===== config.mk =====
export PLATFORM = sky130hd
export DESIGN_NAME = apb_reg_slave
export DESIGN_NICKNAME = d
export VERILOG_FILES = /design/src/rtl/apb_reg_slave.sv
export SDC_FILE = /design/constraint.sdc
export NUM_CORES = 1
export LEC_CHECK = 0
export BUFFER_PORTS_ARGS = -buffer_cell sky130_fd_sc_hd__clkbuf_2
export CAP_MARGIN = 30
export CELL_PAD_IN_SITES_DETAIL_PLACEMENT = 1
export CELL_PAD_IN_SITES_GLOBAL_PLACEMENT = 2
export CORE_MARGIN = 5
export CORE_UTILIZATION = 38
export DETAILED_ROUTE_END_ITERATION = 10
export PLACE_DENSITY = 0.95
export SLEW_MARGIN = 20
export SYNTH_ARGS = -nofsm -noshare
export SYNTH_HDL_FRONTEND = slang
export SYNTH_SLANG_ARGS = --single-unit

===== constraint.sdc =====
create_clock -name pclk -period 5.23 [get_ports pclk]
set_input_delay 0.7845 -clock pclk [delete_from_list [all_inputs] [get_ports pclk]]
set_output_delay 0.7845 -clock pclk [all_outputs]
set_load 0.03 [all_outputs]

===== src/rtl/apb_reg_slave.sv =====
// apb_reg_slave: APB4 completer with a bank of NUM_REGS read/write registers,
// configurable wait states, byte strobes and an error response for bad addresses.
// Optional build macro APB_REG_SLAVE_WPROT_EN adds a wprot_en input that rejects
// writes with pslverr while it is high.
module apb_reg_slave #(
    parameter int                ADDR_W      = 32,
    parameter int                DATA_W      = 32,
    parameter int                NUM_REGS    = 8,
    parameter int                WAIT_CYCLES = 0,
    parameter logic [ADDR_W-1:0] BASE_ADDR   = '0
) (
    input  logic                       pclk,
    input  logic                       preset_n,
    input  logic                       psel,
    input  logic                       penable,
    input  logic                       pwrite,
    input  logic [ADDR_W-1:0]          paddr,
    input  logic [DATA_W-1:0]          pwdata,
    input  logic [DATA_W/8-1:0]        pstrb,
    input  logic [2:0]                 pprot,
`ifdef APB_REG_SLAVE_WPROT_EN
    input  logic                       wprot_en,
`endif
    output logic [DATA_W-1:0]          prdata,
    output logic                       pready,
    output logic                       pslverr,
    output logic [NUM_REGS*DATA_W-1:0] reg_q,
    output logic [NUM_REGS-1:0]        reg_wr
);

    localparam int STRB_W = DATA_W / 8;
    localparam int IDX_W  = (NUM_REGS > 1) ? $clog2(NUM_REGS) : 1;

    // The setup phase is recognised while in IDLE; its clock edge latches the
    // request and enters ACCESS, so a zero-wait transfer completes in the
    // second bus cycle and back-to-back transfers need no extra state.
    typedef enum logic {
        IDLE   = 1'b0,
        ACCESS = 1'b1
    } state_t;

    state_t              state_q;
    state_t              state_d;
    logic [3:0]          cnt_q;
    logic [IDX_W-1:0]    idx_q;
    logic                err_q;
    logic                wr_q;
    logic [DATA_W-1:0]   wdata_q;
    logic [STRB_W-1:0]   strb_q;
    logic [DATA_W-1:0]   regs [NUM_REGS];
    logic [NUM_REGS-1:0] reg_wr_q;

    logic                setup_phase;
    logic [ADDR_W-1:0]   off;
    logic [ADDR_W-1:0]   word_idx;
    logic                bad_addr;
    logic                err_now;
    logic                commit;

    // Protection attributes are accepted but carry no meaning for this target.
    logic unused_pprot;
    assign unused_pprot = ^pprot;

    assign setup_phase = psel & ~penable;

    // Addresses below BASE_ADDR wrap to a huge offset and so fall out of range.
    assign off      = paddr - BASE_ADDR;
    assign word_idx = off / ADDR_W'(STRB_W);
    assign bad_addr = ((off % ADDR_W'(STRB_W)) != '0) || (word_idx >= ADDR_W'(NUM_REGS));

    assign pready = (state_q == ACCESS) & psel & penable & (cnt_q == 4'(WAIT_CYCLES));

`ifdef APB_REG_SLAVE_WPROT_EN
    assign err_now = err_q | (wr_q & wprot_en);
`else
    assign err_now = err_q;
`endif

    assign pslverr = pready & err_now;
    assign commit  = pready & wr_q & ~err_now;
    assign prdata  = (pready & ~wr_q & ~err_now) ? regs[idx_q] : '0;
    assign reg_wr  = reg_wr_q;

    // Flatten the register bank so surrounding logic sees every register at once.
    always_comb begin
        reg_q = '0;
        for (int i = 0; i < NUM_REGS; i++) begin
            reg_q[i*DATA_W +: DATA_W] = regs[i];
        end
    end

    // State register for the transfer FSM.
    always_ff @(posedge pclk or negedge preset_n) begin
        if (!preset_n) begin
            state_q <= IDLE;
        end else begin
            state_q <= state_d;
        end
    end

    // Next-state logic: leave ACCESS on completion or when the requester aborts.
    always_comb begin
        state_d = state_q;
        case (state_q)
            IDLE: begin
                if (setup_phase) begin
                    state_d = ACCESS;
                end
            end
            ACCESS: begin
                if (!psel || pready) begin
                    state_d = IDLE;
                end
            end
            default: state_d = IDLE;
        endcase
    end

    // Capture the request in the setup phase and count wait cycles during ACCESS.
    always_ff @(posedge pclk or negedge preset_n) begin
        if (!preset_n) begin
            cnt_q   <= '0;
            idx_q   <= '0;
            err_q   <= 1'b0;
            wr_q    <= 1'b0;
            wdata_q <= '0;
            strb_q  <= '0;
        end else if (state_q == IDLE && setup_phase) begin
            cnt_q   <= '0;
            idx_q   <= word_idx[IDX_W-1:0];
            err_q   <= bad_addr;
            wr_q    <= pwrite;
            wdata_q <= pwdata;
            strb_q  <= pstrb;
        end else if (state_q == ACCESS && psel && penable && cnt_q < 4'(WAIT_CYCLES)) begin
            cnt_q <= cnt_q + 4'd1;
        end
    end

    // Commit strobed bytes on the completing cycle and pulse the write flag once.
    always_ff @(posedge pclk or negedge preset_n) begin
        if (!preset_n) begin
            for (int i = 0; i < NUM_REGS; i++) begin
                regs[i] <= '0;
            end
            reg_wr_q <= '0;
        end else begin
            reg_wr_q <= '0;
            if (commit) begin
                for (int k = 0; k < STRB_W; k++) begin
                    if (strb_q[k]) begin
                        regs[idx_q][k*8 +: 8] <= wdata_q[k*8 +: 8];
                    end
                end
                reg_wr_q[idx_q] <= 1'b1;
            end
        end
    end

endmodule


# ---- Yosys cells after proc, flatten, opt, wreduce, memory -nomap -nowiden
# Index checks and enable logic that the tools add are counted.
dict set report classes {
  addsub 1
  order_cmp 6
  n_mux 31
  n_bitwise 14
  reduce_logical 12
}
# op count
set op_table {}
lappend op_table {{2-to-1 mux 256 bit} 7}
lappend op_table {{bitwise mux 256 bit} 4}
lappend op_table {{demux 32 bit (select 3 bit)} 4}
lappend op_table {{2-to-1 mux 32 bit} 4}
lappend op_table {{binary-select mux 32 bit (select 3 bit)} 1}
lappend op_table {{nonzero test 32 bit} 1}
lappend op_table {{>= comparator 30 x 4 -> 1 bit, second input constant} 1}
lappend op_table {{2-to-1 mux 24 bit} 1}
lappend op_table {{2-to-1 mux 16 bit} 1}
lappend op_table {{2-to-1 mux 8 bit} 2}
lappend op_table {{bitwise AND 1 bit} 9}
lappend op_table {{less-than comparator 4 x 1 -> 1 bit, second input constant} 2}
lappend op_table {{2-to-1 mux 4 bit} 2}
lappend op_table {{logical AND 1 bit} 6}
lappend op_table {{adder 4 x 1 -> 4 bit, second input constant} 1}
lappend op_table {{>= comparator 4 bit, second input constant} 1}
lappend op_table {{zero test 4 bit} 1}
lappend op_table {{less-than comparator 3 x 4 -> 1 bit, second input constant} 1}
lappend op_table {{inverter 1 bit} 4}
lappend op_table {{inverter 3 -> 4 bit} 1}
lappend op_table {{demux 1 bit (select 3 bit)} 1}
lappend op_table {{>= comparator 3 x 1 -> 1 bit, second input constant} 1}
lappend op_table {{2-to-1 mux 1 bit} 3}
lappend op_table {{logical OR 1 bit} 2}
lappend op_table {{other kinds (3)} 3}
dict set report word_totals {
  register_bits 310
  inputBits 76
  out_inout_bits 298
  elab_cells 80
}

# ---- Depth between registers and ports, before layout
dict set report depth {
  ltp_word 16
  depth_mapped 7
  mapped_depth_nobuf 5
}

# ---- Worst setup path after synthesis
# OpenSTA, ideal clock, no wires.
dict set report synth_timing {
  path_kind {input -> output}
  startpoint {input penable}
  endpoint {output prdata[15]}
  arrival_ns 2.507
  required_ns 4.445
  slack_ns 1.939
  stages 5
  path_buffers 1
  path_cell_list {nand3_1 -> nor3_2 -> clkbuf_1 -> o221ai_1 -> nor4_1}
}
dict set report synth_between {
  elab_chain_cells 5
}
# element line_no
set synth_lines {}
lappend synth_lines {{from (decl)} 15} ;# input logic penable,
lappend synth_lines {{bitwise AND 1 bit (2 in a row)} 71} ;# assign pready = (state_q == ACCESS) & psel & penable & (cnt_q == 4'(WAIT_CYCLES));
lappend synth_lines {{bitwise AND 1 bit (2 in a row)} 81} ;# assign prdata = (pready & ~wr_q & ~err_now) ? regs[idx_q] : '0;
lappend synth_lines {{2-to-1 mux 32 bit} 81}
lappend synth_lines {{to (decl)} 24} ;# output logic [DATA_W-1:0] prdata,
# Every way passes these cells.

# ---- Final worst setup path
dict set report layout_timing {
  startpoint {register idx_q[2]}
  endpoint {output prdata[1]}
}
dict set report layout_between {
  elab_chain_cells 5
}
# element line_no
set layout_lines {}
lappend layout_lines {{from (decl)} 45} ;# logic [IDX_W-1:0] idx_q;
lappend layout_lines {{from (signal assigned)} 130} ;# idx_q <= word_idx[IDX_W-1:0];
lappend layout_lines {{inverter 3 -> 4 bit (implied by the code)} 81}
lappend layout_lines {{binary-select mux 32 bit (select 3 bit)} 81}
lappend layout_lines {{2-to-1 mux 32 bit (implied by the code) (2 in a row)} 81}
lappend layout_lines {{2-to-1 mux 32 bit} 81}
# Every way passes these cells. The select of a mux whose other input is x is not followed.

==> results.py <==
metrics = {
    "timing": {
        "clock_skew_ns": 0.0189,
        "fin_hold_ws_ns": 0.147,
        "setup_tns_ns": 0,
        "rsz0062_at_grt": "false",
        "layout_min_cycle_time_ns": 4.46,
        "relSlewSlack": 0.361,
        "final_hold_viol_count": 0,
        "final.period_utilization": 0.853,
        "timing_max_transition_violations_final": 0,
        "setup_viol": 0,
        "timing.fmax_mhz": 224,
        "timing_worst_slew_pin_value_ns": 0.957,
        "fin_ws_ns": 0.769,
    },
    "floorplanning": {
        "floorplan.rows": 69,
        "fp.dieArea_sq_um": 39700,
        "io_pins": 374,
        "die_height_um": 199,
        "fp.dieW_um": 199,
        "start_util": 0.383,
        "placeableCoreArea_sq_um": 35500,
    },
    "pwr": {
        "clock_power_share": 0.423,
        "power_frac_seq": 0.468,
        "switchingPower_mw": 1.52,
        "irDropWorstVdd_mv": 0.227,
        "power_switching_share": 0.276,
        "leakagePower_nw": 8.79,
        "power_frac_comb": 0.109,
        "power_density_nw_per_um2": 324,
        "cellInternalPower_mw": 4.00,
    },
    "detailed_routing": {
        "wl_per_cell_um": 29.0,
        "drt-vias-per-instance": 5.73,
        "route.final.wire_length_um": 52500,
        "via_count": 10385,
        "drt_drc_violations_left": 0,
        "first_drt_iteration_drcs": 501,
        "final_antenna_net_count": 0,
        "number_of_optimization_iterations_in_the_first_detailed_route_pass": 4,
    },
    "clock_tree": {
        "cts_buffer_count": 35,
        "clock_tree_from_tritoncts": "built",
        "clk_latency_ns": 0.51,
        "cts_max_level": 2,
        "max-clock-path-buffers": 3,
        "clock_sink_count": 306,
        "worst_setup_hold_path_clk_slew_ns": 0.06,
        "cts_post_setup_buffers_inserted": 0,
        "cts_resized": 0,
        "hold_buffer_count_at_cts": 0,
        "clk_root_buffer_cell": "sky130_fd_sc_hd__clkbuf_16",
    },
    "setup_path": {
        "worstPathMaxFanout": 45,
        "ws_path_type": "flip-flop to primary output",
        "timing.critical_path.to_type": "primary output",
        "crit_required_ns": 4.45,
        "crit_path_start_kind": "flip-flop",
        "arrival_ns": 3.68,
    },
    "yosys": {
        "post-synth-top-area-cell": "sky130_fd_sc_hd__dfrtp_1",
        "synth_register_bits": 306,
        "synth.yosys.seq_area_share": 0.563,
        "syn_avg_cell_area_sq_um": 14.3,
        "number_of_synthesized_flops_with_an_enable_pin": 0,
        "synth_cells": 949,
        "synth_area_sq_um": 13600,
        "ys_flop_type": "sky130_fd_sc_hd__dfrtp_1",
        "synth_top_area_share": 0.563,
        "synthTopCellsByArea": "sky130_fd_sc_hd__dfrtp_1 (56%), sky130_fd_sc_hd__mux2_2 (27%), sky130_fd_sc_hd__o221ai_1 (2.3%), sky130_fd_sc_hd__o22ai_1 (2.0%), sky130_fd_sc_hd__mux4_2 (0.99%)",
        "ys.warnings.count": 0,
        "syn_nets": 1025,
        "ys_async_sr_fraction": 1.00,
        "count_of_different_cell_masters_after_synthesis": 47,
    },
    "place": {
        "gp_congestion": 0.788,
        "buffer_ports.inserted": 370,
        "dp_area_sq_um": 16000,
        "dpl_ws_ns": 1.30,
        "dp_hpwl_um": 35500,
    },
    "final_layout": {
        "area_delta_synth_final_pct": 25.4,
        "layout.cells.most_common_list": "sky130_fd_sc_hd__clkbuf_2 (369), sky130_fd_sc_hd__mux2_2 (321), sky130_fd_sc_hd__dfrtp_1 (303)",
        "layout_commonest_cell": "sky130_fd_sc_hd__clkbuf_2",
        "finished_layout_cell_area_sq_um": 17100,
        "antenna_diode_count": 0,
        "final_layout_size_suffix_gt1_frac": 0.605,
        "fin_nets": 1404,
    },
    "status": {
        "run_status": "finished clean",
    },
    "global_routing": {
        "grt_start_max_net_pins": 128,
        "number_of_global_route_vias_before_repair": 11258,
        "grt.total_usage": 0.259,
        "grt_first_pass_wirelength_um": 76100,
        "grt_antenna_before_repair": 2,
        "grt_remaining_overflow": 0,
    },
    "flow_run": {
        "drv.max_cap_violation_count": 0,
    },
    "hold_path": {
        "hold_class": "input port to asynchronous set/reset pin",
    },
}
-- final cells by class --
cell class	instances	area [sq um]
clock buffer	52	1000
clock inverter	8	76.3
fill	3723	18400
inverter	7	26.3
multi-input combinational	594	5690
sequential	306	7660
tap	461	577
timing repair buffer	384	2030
-- metal layers --
layer	global-route usage	up-vias	share of wire
met1	0.348	5550	0.42
li1	-	4365	-
met5	0	-	0.00051
met4	0.0864	4	0.034
met3	0.0509	97	0.060
met2	0.423	369	0.48
-- flip-flops by register name, indices dropped and copies added (netlist names) --
register	flops
err_now	1
reg_q	256
state_q	1
reg_wr	8
wdata_q	32
strb_q	4
idx_q	3
wr_q	1
-- cells by family after synthesis --
kind of cell | after synthesis | share of synthesized area
AND/OR/NAND/NOR | 121 | 0.0600
AO/OA/AOI/OAI | 133 | 0.0716
buffers and inverters | 49 | 0.0200
multiplexers | 340 | 0.286
flip-flops | 306 | 0.563
-- power by group through the flow --
stage	clock network [mW]	registers [mW]	logic, mW
CTS	2.39	2.59	0.606
floorplan	0	2.56	0.361
detailed placement	0	2.63	0.602
finish	2.34	2.59	0.605
global route	2.48	2.60	0.645
global placement	0	2.62	0.587
-- worst max-delay path, cell delays in order, from the launching register on --
cell and delay (ns):
sky130_fd_sc_hd__dfrtp_4 1.00, sky130_fd_sc_hd__inv_2 0.47, sky130_fd_sc_hd__nand3_2 0.53, sky130_fd_sc_hd__o22ai_1 0.18
sky130_fd_sc_hd__nor4b_1 0.64, sky130_fd_sc_hd__clkbuf_2 0.33
-- cell usage after synthesis, types with 2 or more instances --
library cell,instances
sky130_fd_sc_hd__a2111oi_2,5
sky130_fd_sc_hd__a21oi_1,10
sky130_fd_sc_hd__a221oi_1,8
sky130_fd_sc_hd__and3_1,4
sky130_fd_sc_hd__buf_2,13
sky130_fd_sc_hd__buf_4,13
sky130_fd_sc_hd__buf_6,3
sky130_fd_sc_hd__clkbuf_1,12
sky130_fd_sc_hd__clkinv_1,2
sky130_fd_sc_hd__dfrtp_1,306
sky130_fd_sc_hd__inv_1,4
sky130_fd_sc_hd__mux2_1,6
sky130_fd_sc_hd__mux2_2,321
sky130_fd_sc_hd__mux2i_1,7
sky130_fd_sc_hd__mux4_2,6
sky130_fd_sc_hd__nand2_1,22
sky130_fd_sc_hd__nand2_2,19
sky130_fd_sc_hd__nand2b_1,6
sky130_fd_sc_hd__nand3_2,9
sky130_fd_sc_hd__nand3_4,3
sky130_fd_sc_hd__nor2_1,16
sky130_fd_sc_hd__nor2_4,11
sky130_fd_sc_hd__nor2b_1,2
sky130_fd_sc_hd__nor3_1,3
sky130_fd_sc_hd__nor3_2,2
sky130_fd_sc_hd__nor4_1,7
sky130_fd_sc_hd__nor4b_1,8
sky130_fd_sc_hd__o21a_1,5
sky130_fd_sc_hd__o21ai_0,17
sky130_fd_sc_hd__o221ai_1,36
sky130_fd_sc_hd__o22a_1,4
sky130_fd_sc_hd__o22ai_1,44
-- through the flow --
stage               total power, mW   util  instances
global route                   5.73  0.481       1812
detailed placement             3.23  0.450       1751
CTS                            5.58  0.480       1811
global placement               3.21  0.449       1750
finish                         5.53  0.481       1812
floorplan                      2.92      -        949
-- path summary, 6_finish.rpt --
path / from / end / slack, ns / depth (start not counted)
min reg2reg: strb_q[1]$_DFFE_PN0P_ / strb_q[1]$_DFFE_PN0P_ / 0.50 / 1
max in group asynchronous: preset_n / reg_q[211]$_DFFE_PN0P_ / 3.75 / 3
min in group pclk: penable / state_q$_DFF_PN0_ / 0.47 / 2
max: idx_q[2]$_DFFE_PN0P_ / prdata[1] / 0.77 / 5
min: preset_n / reg_q[48]$_DFFE_PN0P_ / 0.15 / 1
max reg2reg: idx_q[2]$_DFFE_PN0P_ / reg_q[121]$_DFFE_PN0P_ / 2.09 / 4
Power figures use the tool's default switching activity.
